--- src/rtl/jtag_tap_sequencer.sv ---
// jtag_tap_sequencer: one-command-at-a-time JTAG master for a 1149.1 TAP.
// Issues TLR reset, IR/DR scans and run-test/idle clocks, returning captured TDO bits.
module jtag_tap_sequencer #(
   parameter int unsigned MAX_LEN = 64,
   parameter int unsigned CLK_DIV = 4,
   parameter int unsigned LEN_W   = $clog2(MAX_LEN + 1)
) (
   input  logic               clk_in,
   input  logic               reset,
   input  logic               cmd_valid,
   output logic               cmd_ready,
   input  logic [1:0]         cmd_op,
   input  logic [LEN_W-1:0]   cmd_len,
   input  logic [MAX_LEN-1:0] cmd_data,
   output logic               rsp_valid,
   input  logic               rsp_ready,
   output logic [MAX_LEN-1:0] rsp_data,
   output logic               busy,
   output logic               jtag_tck,
   output logic               jtag_tms,
   output logic               jtag_tdi,
   input  logic               jtag_tdo,
   output logic               jtag_trst
);

   localparam int unsigned CNT_W = $clog2(MAX_LEN + 7);
   localparam int unsigned PH_W  = $clog2(2 * CLK_DIV);
   localparam int unsigned BIT_W = (MAX_LEN > 1) ? $clog2(MAX_LEN) : 1;

   localparam logic [1:0] OP_TLR = 2'd0;
   localparam logic [1:0] OP_IR  = 2'd1;
   localparam logic [1:0] OP_DR  = 2'd2;
   localparam logic [1:0] OP_RUN = 2'd3;

   typedef enum logic [2:0] {S_INIT, S_IDLE, S_PRE, S_SHIFT, S_POST, S_RUN, S_RESP} state_t;

   state_t             r_state;
   state_t             w_next;
   logic [PH_W-1:0]    r_ph;
   logic [CNT_W-1:0]   r_idx;
   logic [CNT_W-1:0]   r_len;
   logic [1:0]         r_op;
   logic [MAX_LEN-1:0] r_data;
   logic [MAX_LEN-1:0] r_cap;
   logic               r_tck;
   logic               r_tms;
   logic               r_tdi;
   logic               r_trst;
   logic               r_cmd_ready;
   logic               r_rsp_valid;
   logic               r_busy;

   logic               w_tck_state;
   logic               w_ph_end;
   logic               w_rise;
   logic               w_accept;
   logic               w_len_zero;
   logic               w_idx_last;
   logic               w_tck;
   logic               w_tms;
   logic               w_tdi;
   logic [LEN_W-1:0]   w_len_clamp;
   logic [CNT_W-1:0]   w_len_new;
   logic [BIT_W-1:0]   w_bit;

   assign w_tck_state = (r_state == S_INIT) || (r_state == S_PRE) || (r_state == S_SHIFT) ||
                        (r_state == S_POST) || (r_state == S_RUN);
   assign w_ph_end    = w_tck_state && (r_ph == PH_W'(2 * CLK_DIV - 1));
   assign w_rise      = w_tck_state && (r_ph == PH_W'(CLK_DIV));
   assign w_accept    = (r_state == S_IDLE) && r_cmd_ready && cmd_valid;
   assign w_len_clamp = (cmd_len > LEN_W'(MAX_LEN)) ? LEN_W'(MAX_LEN) : cmd_len;
   assign w_len_new   = CNT_W'(w_len_clamp);
   assign w_len_zero  = (w_len_clamp == '0);
   assign w_bit       = r_idx[BIT_W-1:0];

   // Index of the final TCK period in each clocked state
   always_comb begin
      w_idx_last = 1'b0;
      case (r_state)
         S_INIT:  w_idx_last = (r_idx == CNT_W'(5));
         S_PRE: begin
            case (r_op)
               OP_TLR:  w_idx_last = (r_idx == CNT_W'(5));
               OP_IR:   w_idx_last = (r_idx == CNT_W'(3));
               default: w_idx_last = (r_idx == CNT_W'(2));
            endcase
         end
         S_SHIFT, S_RUN: w_idx_last = (r_idx == CNT_W'(r_len - CNT_W'(1)));
         S_POST:  w_idx_last = (r_idx == CNT_W'(1));
         default: w_idx_last = 1'b0;
      endcase
   end

   always_ff @(posedge clk_in) begin
      if (reset) r_state <= S_INIT;
      else       r_state <= w_next;
   end

   always_comb begin
      w_next = r_state;
      case (r_state)
         S_INIT:  if (w_ph_end && w_idx_last) w_next = S_IDLE;
         S_IDLE: begin
            if (w_accept) begin
               case (cmd_op)
                  OP_IR, OP_DR: w_next = w_len_zero ? S_RESP : S_PRE;
                  OP_RUN:       w_next = w_len_zero ? S_RESP : S_RUN;
                  default:      w_next = S_PRE;
               endcase
            end
         end
         S_PRE:   if (w_ph_end && w_idx_last) w_next = (r_op == OP_TLR) ? S_RESP : S_SHIFT;
         S_SHIFT: if (w_ph_end && w_idx_last) w_next = S_POST;
         S_POST:  if (w_ph_end && w_idx_last) w_next = S_RESP;
         S_RUN:   if (w_ph_end && w_idx_last) w_next = S_RESP;
         S_RESP:  if (r_rsp_valid && rsp_ready) w_next = S_IDLE;
         default: w_next = S_INIT;
      endcase
   end

   // Pin values for the current phase; registered one cycle later with the TCK level
   always_comb begin
      w_tck = w_tck_state && (r_ph >= PH_W'(CLK_DIV));
      w_tms = 1'b0;
      w_tdi = 1'b0;
      case (r_state)
         S_INIT: w_tms = (r_idx < CNT_W'(5));
         S_PRE: begin
            case (r_op)
               OP_TLR:  w_tms = (r_idx < CNT_W'(5));
               OP_IR:   w_tms = (r_idx < CNT_W'(2));
               default: w_tms = (r_idx < CNT_W'(1));
            endcase
         end
         S_SHIFT: begin
            w_tms = w_idx_last;
            w_tdi = r_data[0];
         end
         S_POST:  w_tms = (r_idx == '0);
         default: w_tms = 1'b0;
      endcase
   end

   // Phase and period counters restart on every state change
   always_ff @(posedge clk_in) begin
      if (reset) begin
         r_ph  <= '0;
         r_idx <= '0;
      end else if ((w_next != r_state) || !w_tck_state) begin
         r_ph  <= '0;
         r_idx <= '0;
      end else if (w_ph_end) begin
         r_ph  <= '0;
         r_idx <= r_idx + CNT_W'(1);
      end else begin
         r_ph  <= r_ph + PH_W'(1);
      end
   end

   always_ff @(posedge clk_in) begin
      if (reset) begin
         r_op   <= OP_TLR;
         r_len  <= '0;
         r_data <= '0;
         r_cap  <= '0;
      end else if (w_accept) begin
         r_op   <= cmd_op;
         r_len  <= w_len_new;
         r_data <= cmd_data;
         r_cap  <= '0;
      end else if (r_state == S_SHIFT) begin
         if (w_rise)   r_cap[w_bit] <= jtag_tdo;
         if (w_ph_end) r_data       <= r_data >> 1;
      end
   end

   always_ff @(posedge clk_in) begin
      if (reset) begin
         r_tck       <= 1'b0;
         r_tms       <= 1'b1;
         r_tdi       <= 1'b0;
         r_trst      <= 1'b0;
         r_cmd_ready <= 1'b0;
         r_rsp_valid <= 1'b0;
         r_busy      <= 1'b1;
      end else begin
         r_tck       <= w_tck;
         r_tms       <= w_tms;
         r_tdi       <= w_tdi;
         r_trst      <= 1'b1;
         r_cmd_ready <= (w_next == S_IDLE);
         r_rsp_valid <= (r_state == S_RESP) && (w_next == S_RESP);
         r_busy      <= (w_next != S_IDLE);
      end
   end

   assign cmd_ready = r_cmd_ready;
   assign rsp_valid = r_rsp_valid;
   assign rsp_data  = r_cap;
   assign busy      = r_busy;
   assign jtag_tck  = r_tck;
   assign jtag_tms  = r_tms;
   assign jtag_tdi  = r_tdi;
   assign jtag_trst = r_trst;

endmodule

--- config.mk ---
export PLATFORM = sky130hd
export DESIGN_NAME = jtag_tap_sequencer
export DESIGN_NICKNAME = d
export VERILOG_FILES = /design/src/rtl/jtag_tap_sequencer.sv
export SDC_FILE = /design/constraint.sdc
export NUM_CORES = 1
export LEC_CHECK = 0
export BUFFER_PORTS_ARGS = -buffer_cell sky130_fd_sc_hd__buf_4
export CORE_MARGIN = 4
export CORE_UTILIZATION = 40
export DETAILED_ROUTE_END_ITERATION = 10
export PLACE_DENSITY = 0.61
export SETUP_SLACK_MARGIN = 0.15
export SLEW_MARGIN = 20
export SYNTH_ARGS = -nofsm -noshare
export SYNTH_HDL_FRONTEND = slang
export SYNTH_SLANG_ARGS = --single-unit
--- constraint.sdc ---
create_clock -name clk_in -period 4.45 [get_ports clk_in]
set_input_delay 0.89 -clock clk_in [delete_from_list [all_inputs] [get_ports clk_in]]
set_output_delay 0.89 -clock clk_in [all_outputs]
set_load 0.1 [all_outputs]
==> results of run 1 <==
## flip-flops by register name, indices dropped and copies added, names as in the netlist, 2 cells and up
name      count
r_data       64
rsp_data     64
r_idx         7
r_len         7
r_ph          3
r_state       3
r_op          2
## cells in the mapped netlist, drive strengths merged (14+ instances only)
library cell  instances
dfxtp               157
nand2               125
nor2                101
a21oi                89
mux2i                54
a211oi               52
clkbuf               47
nand3                42
o21ai                36
buf                  22
nor3                 18
nand4                14
## routing by layer
| metal | vias to the layer above | track usage | routed length [um] |
|---|---|---|---|
| met4 | 0 | 0.0520 | 237 |
| met2 | 162 | 0.266 | 7860 |
| li1 | 3276 | - | - |
| met5 | - | 0 | 0 |
| met1 | 2869 | 0.234 | 8420 |
| met3 | 19 | 0.0415 | 1100 |
## metrics by stage
stage | instance area, um^2 | std cells
floorplan | 7170 | 871
global placement | 8340 | 1183
detailed placement | 8340 | 1183
CTS | 8940 | 1215
global route | 8950 | 1215
finish | 8950 | 1215
## report_power, final
part	switching (mW)	internal [mW]	total, mW
logic	0.0576	0.0540	0.112
clock network	0.582	0.904	1.49
registers	0.00232	1.41	1.41
## worst register-to-register path, stage by stage (launching register included)
cell and delay, ns:
dfxtp_1 0.68, clkinv_1 0.37, ha_1 0.30, and2_1 0.15, o211ai_1 0.17, a31oi_1 0.15, a31oi_1 0.36, o22ai_1 0.16
or3_1 0.36
## layout make-up
type / instances / area share
clock buffers: 20 / 0.0499
clock inverters: 12 / 0.0179
inverters: 13 / 0.00545
multi-input cells: 632 / 0.413
flip-flops and latches: 157 / 0.351
well taps: 225 / 0.0315
repair buffers: 156 / 0.131
## worst paths after layout
kind | slack, ns | cells past startpoint | startpoint | to
min | 0.45 | 2 | r_data[57]$_SDFFE_PP0P_ | r_data[57]$_SDFFE_PP0P_
max | 1.63 | 8 | r_idx[0]$_SDFFE_PP0P_ | busy$_SDFF_PP1_
min reg2reg | 0.45 | 2 | r_data[57]$_SDFFE_PP0P_ | r_data[57]$_SDFFE_PP0P_
max reg2reg | 1.63 | 8 | r_idx[0]$_SDFFE_PP0P_ | busy$_SDFF_PP1_
## cells by family (layout without fill, tap and decap cells)
kind of cell,Yosys count,after routing,synth area share
adder cells (fa/ha/maj),10,10,0.0175
multiplexers,54,54,0.0754
XOR/XNOR,17,17,0.0208
AO/OA/AOI/OAI,210,210,0.178
buffers and inverters,82,201,0.0489
flip-flops,157,157,0.438
AND/OR/NAND/NOR,341,341,0.221
==> flow_summary_export.csv, run 1 <==
group,metric,value,unit
sta,slew_headroom,0.340,
critical_path,cpMostUsedCell,"a31oi_1",
sta,tightest_slew,0.985,ns
floorplanning,fp-row-count,48,
layout,layout-drive-gt1-share,0.202,
drt,drtIter0Drc,340,
worst_hold_path,hp-class,"reg2reg",
sta,whs,0.454,ns
layout,utilization,0.514,
flow_run,cap_violations,0,
layout,final_cell_mix,"157 x dfxtp_1, 155 x buf_4, 124 x nand2_1",
layout,multi_input_area,0.00369,mm^2
global_routing,overflow,0,
floorplanning,coreArea,0.0174,mm^2
synth,synth_edf_count,0,
layout,fillerInstances,1718,
power_and_ir_drop,p_leak,3.20,nW
synth,synth_cell_types,50,
clock_tree,cts.sinks,157,
clock_tree,cts_buffers,17,
synth,ys_warn_count,0,
synth,ys_seq_elements,157,
sta,fmax,355,MHz
critical_path,worst-setup-path-type,"reg2reg",
status,status,"completed",
drt,drt-wirelength-per-cell,14.5,um
sta,rsz0062_at_grt,"false",
place,portBuffers,148,
clock_tree,path_clk_slew,0.06,ns
clock_tree,cts_tree,"done",
synth,synth_seq_area_share,0.438,
global_routing,grt_usage,0.171,
global_routing,antenna_found_initial,0,
floorplanning,die_area,0.0201,mm^2
power_and_ir_drop,finalPower,3.01,mW
critical_path,crit_slowest_cell,"dfxtp_1",
critical_path,worstPathCellList,"clkinv_1 -> ha_1 -> and2_1 -> o211ai_1 -> a31oi_1 -> a31oi_1 -> o22ai_1 -> or3_1",
synth,syn_inst,871,
critical_path,crit_path_end_kind,"flip-flop",
synth,syn-cell-area,0.00717,mm^2
drt,drc,0,
place,globalplace.congestion,0.858,
floorplanning,start_util,0.412,
sta,setup_viol_count_final,0,
synth,synth_top_area_cell,"dfxtp_1",
critical_path,cp.arrival,3.12,ns
drt,num_vias,6326,
layout,diodes,0,
place,hpwl,12.1,mm
clock_tree,ctsLongestPathBuffers,2,
clock_tree,ctsResizeCount,0,
floorplanning,die_w,142,um
sta,finalSetupTns,0,ns
sta,finalMaxSlewViolations,0,
layout,area_delta_synth_final,24.8,%
critical_path,crit_required,4.75,ns
layout,seqCellArea,0.00314,mm^2
global_routing,grt_pass1_vias,5729,
global_routing,grt_pass1_wl,28.3,mm
sta,setup_slack,1.63,ns
clock_tree,post-cts-setup-buffer-count,0,
synth,syn_nets,959,
place,pre_cts_slack,1.61,ns
floorplanning,die_h,142,um
power_and_ir_drop,peakVddDrop,0.000253,V
synth,synth_top_area_frac,0.438,
synth,synth_area_leaders,"dfxtp_1 44%, mux2i_1 7.5%, nand2_1 6.5%",
global_routing,grt_max_degree,121,
floorplanning,io_pins,149,
critical_path,crit_path_max_incr_delay,0.68,ns
sta,hold_violations,0,
clock_tree,ctsHtreeMaxLevel,4,
sta,clock_skew,0.00713,ns
critical_path,crit_fanout,15,
drt,wirelength,17.6,mm
layout,num-nets-final,1065,
critical_path,critPathBufInv,1,
synth,synth_ff_type,"dfxtp_1",
sta,period_share,0.633,
critical_path,path_delay_family,"compound AO/OA/AOI/OAI gates",
drt,avgViaCountPerCell,5.21,
power_and_ir_drop,power_density,336,mW/mm^2
synth,synth-async-reset-ratio,0,
clock_tree,hold_buffers,0,
sta,period_needed,2.82,ns
drt,dr.pass1.iters,4,
critical_path,start_kind,"flip-flop",
layout,final_common_cell,"dfxtp_1",
synth,postSynthAreaPerCell,8.23,um^2
clock_tree,clock_latency,0.42,ns
drt,ant_nets,0,
clock_tree,clockRootBuffer,"clkbuf_16",
(Power assumes the default switching activity.)
==> inputs of run 2 (changes only) <==
==> constraint.sdc (replaced) <==
create_clock -name clk_in -period 2.65 [get_ports clk_in]
set_input_delay 0.53 -clock clk_in [delete_from_list [all_inputs] [get_ports clk_in]]
set_output_delay 0.53 -clock clk_in [all_outputs]
set_load 0.1 [all_outputs]
==> flow_summary_export.csv, run 2 (same netlist as run 1, synthesis figures left out) <==
group,metric,value,unit
clock_tree,hold_buffers,0,
sta,fmax,437,MHz
floorplanning,io_pins,149,
power_and_ir_drop,peakVddDrop,0.000436,V
clock_tree,cts_buffers,17,
critical_path,worst-setup-path-type,"reg2reg",
floorplanning,die_area,0.0201,mm^2
layout,layout-drive-gt1-share,0.215,
global_routing,grt_pass1_wl,28.8,mm
layout,utilization,0.522,
global_routing,grt_pass1_vias,5841,
sta,period_needed,2.29,ns
drt,num_vias,6403,
drt,dr.pass1.iters,5,
layout,diodes,0,
drt,wirelength,17.9,mm
critical_path,cp.arrival,2.59,ns
drt,ant_nets,0,
global_routing,grt_max_degree,74,
sta,clock_skew,0.00684,ns
sta,period_share,0.864,
sta,slew_headroom,0.439,
worst_hold_path,hold_path_startpoint,"cmd_data[63]",
drt,avgViaCountPerCell,5.20,
sta,finalSetupTns,0,ns
flow_run,cap_violations,0,
sta,hold_violations,0,
place,postPlaceCellArea,0.00848,mm^2
critical_path,start_kind,"flip-flop",
place,portBuffers,148,
layout,fillerInstances,1678,
drt,drtIter0Drc,312,
layout,num-nets-final,1084,
worst_hold_path,hold_depth,3,
clock_tree,path_clk_slew,0.06,ns
drt,drc,0,
clock_tree,cts.sinks,157,
clock_tree,clock_latency,0.42,ns
drt,drt-wirelength-per-cell,14.6,um
power_and_ir_drop,finalPower,5.04,mW
place,globalplace.congestion,0.845,
critical_path,crit_fanout,8,
critical_path,crit_path_end_kind,"flip-flop",
worst_hold_path,hp-class,"in2reg",
sta,finalMaxSlewViolations,0,
power_and_ir_drop,p_leak,3.30,nW
floorplanning,coreArea,0.0174,mm^2
clock_tree,ctsLongestPathBuffers,2,
global_routing,overflow,0,
sta,rsz0062_at_grt,"true",
clock_tree,ctsHtreeMaxLevel,4,
critical_path,rr_worst_depth,8,
clock_tree,clockRootBuffer,"clkbuf_16",
global_routing,grt_usage,0.174,
floorplanning,die_w,142,um
layout,final_common_cell,"buf_4",
floorplanning,start_util,0.412,
sta,tightest_slew,0.839,ns
floorplanning,die_h,142,um
global_routing,antenna_found_initial,0,
critical_path,startpoint,"r_idx[0]$_SDFFE_PP0P_",
critical_path,rr_startpoint,"r_idx[0]$_SDFFE_PP0P_",
status,status,"completed",
floorplanning,fp-row-count,48,
layout,final_cell_mix,"174 x buf_4, 157 x dfxtp_1, 124 x nand2_1",
layout,area_delta_synth_final,26.9,%
layout,final_cell_area,0.00910,mm^2
critical_path,crit_required,2.95,ns
place,hpwl,12.4,mm
clock_tree,cts_tree,"done",
sta,setup_viol_count_final,0,
power_and_ir_drop,power_density,554,mW/mm^2
## run 2: changes by cell type in the layout (fill, tap and decap cells not counted), sizes merged
cell	before	now
buf	156	175
clkbuf	20	24
clkinv	8	6
clkinvlp	1	0
inv	13	10
## run 2: per-stage QoR
stage	hold WS, ns	setup WS [ns]	instances
finish	0.370	0.360	1232
global placement	0.442	0.292	1200
global route	0.367	0.145	1232
floorplan	0.432	0.502	871
detailed placement	0.446	0.253	1200
CTS	0.351	0.240	1230
## run 2: worst paths after layout
| check | endpoint | slack [ns] |
|---|---|---|
| worst max-delay path | busy$_SDFF_PP1_ | 0.36 |
| worst min-delay path | r_data[63]$_SDFFE_PP0P_ | 0.37 |
| worst max register to register | busy$_SDFF_PP1_ | 0.36 |
| worst min register to register | r_data[57]$_SDFFE_PP0P_ | 0.45 |
## run 2: critical path, cell delays in order (launching register included)
cell and delay, ns:
dfxtp_1 0.36, clkinv_1 0.23, ha_1 0.28, and2_1 0.15, o211ai_1 0.16, a31oi_1 0.14, a31oi_1 0.33, o22ai_1 0.16
or3_1 0.36
## run 2: area by class of cell
cell class	count	area (um^2)	share of cell area
tap	225	282	0.0309
timing repair buffer	175	1330	0.146
inverter	13	48.8	0.00536
multi-input combinational	632	3700	0.406
clock inverter	6	109	0.0120
clock buffer	24	492	0.0541
sequential	157	3140	0.345
## run 2: repair_timing
item | in CTS | in global routing
setup buffers | 0 | 2
gates resized for setup | 0 | 2
setup endpoints to repair | 0 | 9
## run 2: power by group
group / internal (mW) / switching, mW
sequential: 2.37 / 0.00350
clock: 1.57 / 0.914
combinational: 0.0924 / 0.0975
## run 2: per-layer routing
metal	up-vias	GRT usage	part of all wire	wire, um
met5	-	0	0	0
met4	0	0.0581	0.015	262
met3	22	0.0401	0.062	1110
met2	180	0.272	0.45	8100
met1	2889	0.239	0.47	8460
li1	3312	-	-	-
==> inputs of run 3 (changes only) <==
--- a/config.mk
+++ b/config.mk
@@ -8,6 +8,7 @@
 export BUFFER_PORTS_ARGS = -buffer_cell sky130_fd_sc_hd__buf_4
 export CORE_MARGIN = 4
 export CORE_UTILIZATION = 40
+export CTS_BUF_LIST = sky130_fd_sc_hd__clkbuf_4 sky130_fd_sc_hd__clkbuf_8 sky130_fd_sc_hd__clkbuf_16
 export DETAILED_ROUTE_END_ITERATION = 10
 export PLACE_DENSITY = 0.61
 export SETUP_SLACK_MARGIN = 0.15
==> constraint.sdc (replaced) <==
create_clock -name clk_in -period 2.25 [get_ports clk_in]
set_input_delay 0.45 -clock clk_in [delete_from_list [all_inputs] [get_ports clk_in]]
set_output_delay 0.45 -clock clk_in [all_outputs]
set_load 0.1 [all_outputs]
==> flow_summary_export.csv, run 3 (same netlist as run 1, synthesis figures left out) <==
group,metric,value,unit
floorplanning,fp-row-count,48,
critical_path,crit_required,2.55,ns
critical_path,rr_worst_depth,10,
drt,routed.top_layer,"met4",
floorplanning,die_h,142,um
place,portBuffers,148,
floorplanning,die_area,0.0201,mm^2
drt,drc,0,
layout,final_cell_area,0.00947,mm^2
drt,wl_met1,8.71,mm
clock_tree,hold_buffers,0,
place,globalplace.congestion,0.823,
critical_path,crit_fanout,7,
critical_path,worst-setup-path-type,"reg2reg",
worst_hold_path,min_to,"r_data[63]$_SDFFE_PP0P_",
worst_hold_path,hold_path_startpoint,"cmd_data[63]",
layout,layout-drive-gt1-share,0.258,
clock_tree,clockRootBuffer,"clkbuf_16",
sta,tightest_slew,0.765,ns
sta,fmax,472,MHz
sta,finalMaxSlewViolations,0,
critical_path,start_kind,"flip-flop",
global_routing,antenna_found_initial,0,
clock_tree,ctsLongestPathBuffers,2,
critical_path,critPathBufInv,3,
critical_path,path_delay_family,"simple AND/OR/NAND/NOR gates",
power_and_ir_drop,p_leak,3.48,nW
sta,period_share,0.942,
clock_tree,cts_buffers,17,
global_routing,overflow,0,
sta,finalSetupTns,0,ns
floorplanning,start_util,0.412,
layout,final_cell_mix,"192 x buf_4, 151 x dfxtp_1, 124 x nand2_1",
critical_path,crit_path_max_incr_delay,0.40,ns
critical_path,crit_path_end_kind,"flip-flop",
critical_path,rr_startpoint,"r_len[0]$_SDFFE_PP0P_",
global_routing,grt_usage,0.178,
sta,setup_viol_count_final,0,
drt,avgViaCountPerCell,5.20,
critical_path,crit_slowest_cell,"nor4_4",
power_and_ir_drop,peakVddDrop,0.000531,V
drt,drt-wirelength-per-cell,14.8,um
sta,clock_skew,0.0135,ns
clock_tree,cts.sinks,157,
power_and_ir_drop,power_density,629,mW/mm^2
critical_path,cp.arrival,2.42,ns
place,postPlaceCellArea,0.00867,mm^2
clock_tree,clock_latency,0.42,ns
drt,met2WireLength,8.76,mm
clock_tree,path_clk_slew,0.06,ns
critical_path,r2r_slack,0.13,ns
layout,fillerInstances,1640,
drt,dr.pass1.iters,5,
sta,slew_headroom,0.490,
sta,period_needed,2.12,ns
critical_path,rr_endpoint,"r_idx[0]$_SDFFE_PP0P_",
sta,hold_violations,0,
clock_tree,ctsHtreeMaxLevel,4,
place,hpwl,12.6,mm
drt,wl_met3,1.12,mm
layout,final_common_cell,"buf_4",
layout,num-nets-final,1110,
flow_run,cap_violations,0,
floorplanning,die_w,142,um
worst_hold_path,hold_depth,3,
layout,utilization,0.544,
global_routing,grt_pass1_vias,5850,
global_routing,grt_max_degree,74,
drt,wirelength,18.7,mm
layout,diodes,0,
critical_path,startpoint,"r_len[0]$_SDFFE_PP0P_",
sta,whs,0.301,ns
layout,area_delta_synth_final,32.1,%
global_routing,grt_pass1_wl,29.6,mm
status,status,"completed",
sta,rsz0062_at_grt,"true",
drt,num_vias,6548,
worst_hold_path,hp-class,"in2reg",
floorplanning,coreArea,0.0174,mm^2
drt,drtIter0Drc,353,
floorplanning,io_pins,149,
clock_tree,cts_tree,"done",
drt,ant_nets,0,
critical_path,worstPathCellList,"inv_1 -> ha_4 -> xor2_1 -> nand4_1 -> nor4_4 -> a31oi_2 -> buf_4 -> o21ai_4 -> buf_6 -> nor3_2",
==> run 3: cell type report <==
type                            instances  area [um^2]  share of cell area
Clock buffer                           21          474              0.0501
Clock inverter                         11          134              0.0141
Inverter                               13         50.0             0.00529
Multi-Input combinational cell        632         3780               0.399
Sequential cell                       157         3150               0.333
Tap cell                              225          282              0.0297
Timing Repair Buffer                  201         1600               0.169
==> run 3: through the flow <==
stage	worst slack (ns)	power, mW	cells
final	0.130	5.95	1260
after global routing	0.0239	6.16	1260
after CTS	0.162	6.01	1253
after detailed placement	0.0445	3.08	1221
after global placement	0.0323	3.08	1221
after floorplan	0.185	2.94	871
==> run 3: report_power, final <==
group / switching, mW / internal, mW / total [mW]
Combinational: 0.120 / 0.118 / 0.238
Clock: 1.18 / 1.75 / 2.93
Sequential: 0.00448 / 2.79 / 2.79
==> run 3: worst max path at each step <==
stage                                        to  slack [ns]  cells after the start
final                     r_idx[0]$_SDFFE_PP0P_        0.13                     10
after global routing      r_idx[0]$_SDFFE_PP0P_        0.02                     10
after CTS                 r_idx[0]$_SDFFE_PP0P_        0.16                     10
after detailed placement  r_idx[0]$_SDFFE_PP0P_        0.04                     10
after global placement    r_idx[0]$_SDFFE_PP0P_        0.03                      6
after floorplan                 busy$_SDFF_PP1_        0.18                      8
==> run 3: worst reg2reg max path: cells and delay by family, from the launching register on <==
family / cells / cell delay, ns
XOR/XNOR: 1 / 0.13
buffers and inverters: 3 / 0.40
AO/OA/AOI/OAI: 2 / 0.29
adder cells (fa/ha/maj): 1 / 0.26
flip-flops: 1 / 0.32
AND/OR/NAND/NOR: 3 / 0.60
==> run 3: what timing repair did <==
item	in CTS	in global routing
buffers inserted	0	6
pin swaps	1	10
cloned	0	1
setup endpoints to repair	12	92
resized for setup	3	23
==> run 3: routing by layer <==
layer,up-vias,track usage
li1,3362,-
met1,3013,0.245
met2,165,0.280
met3,8,0.0475
met4,0,0.0444
met5,-,0
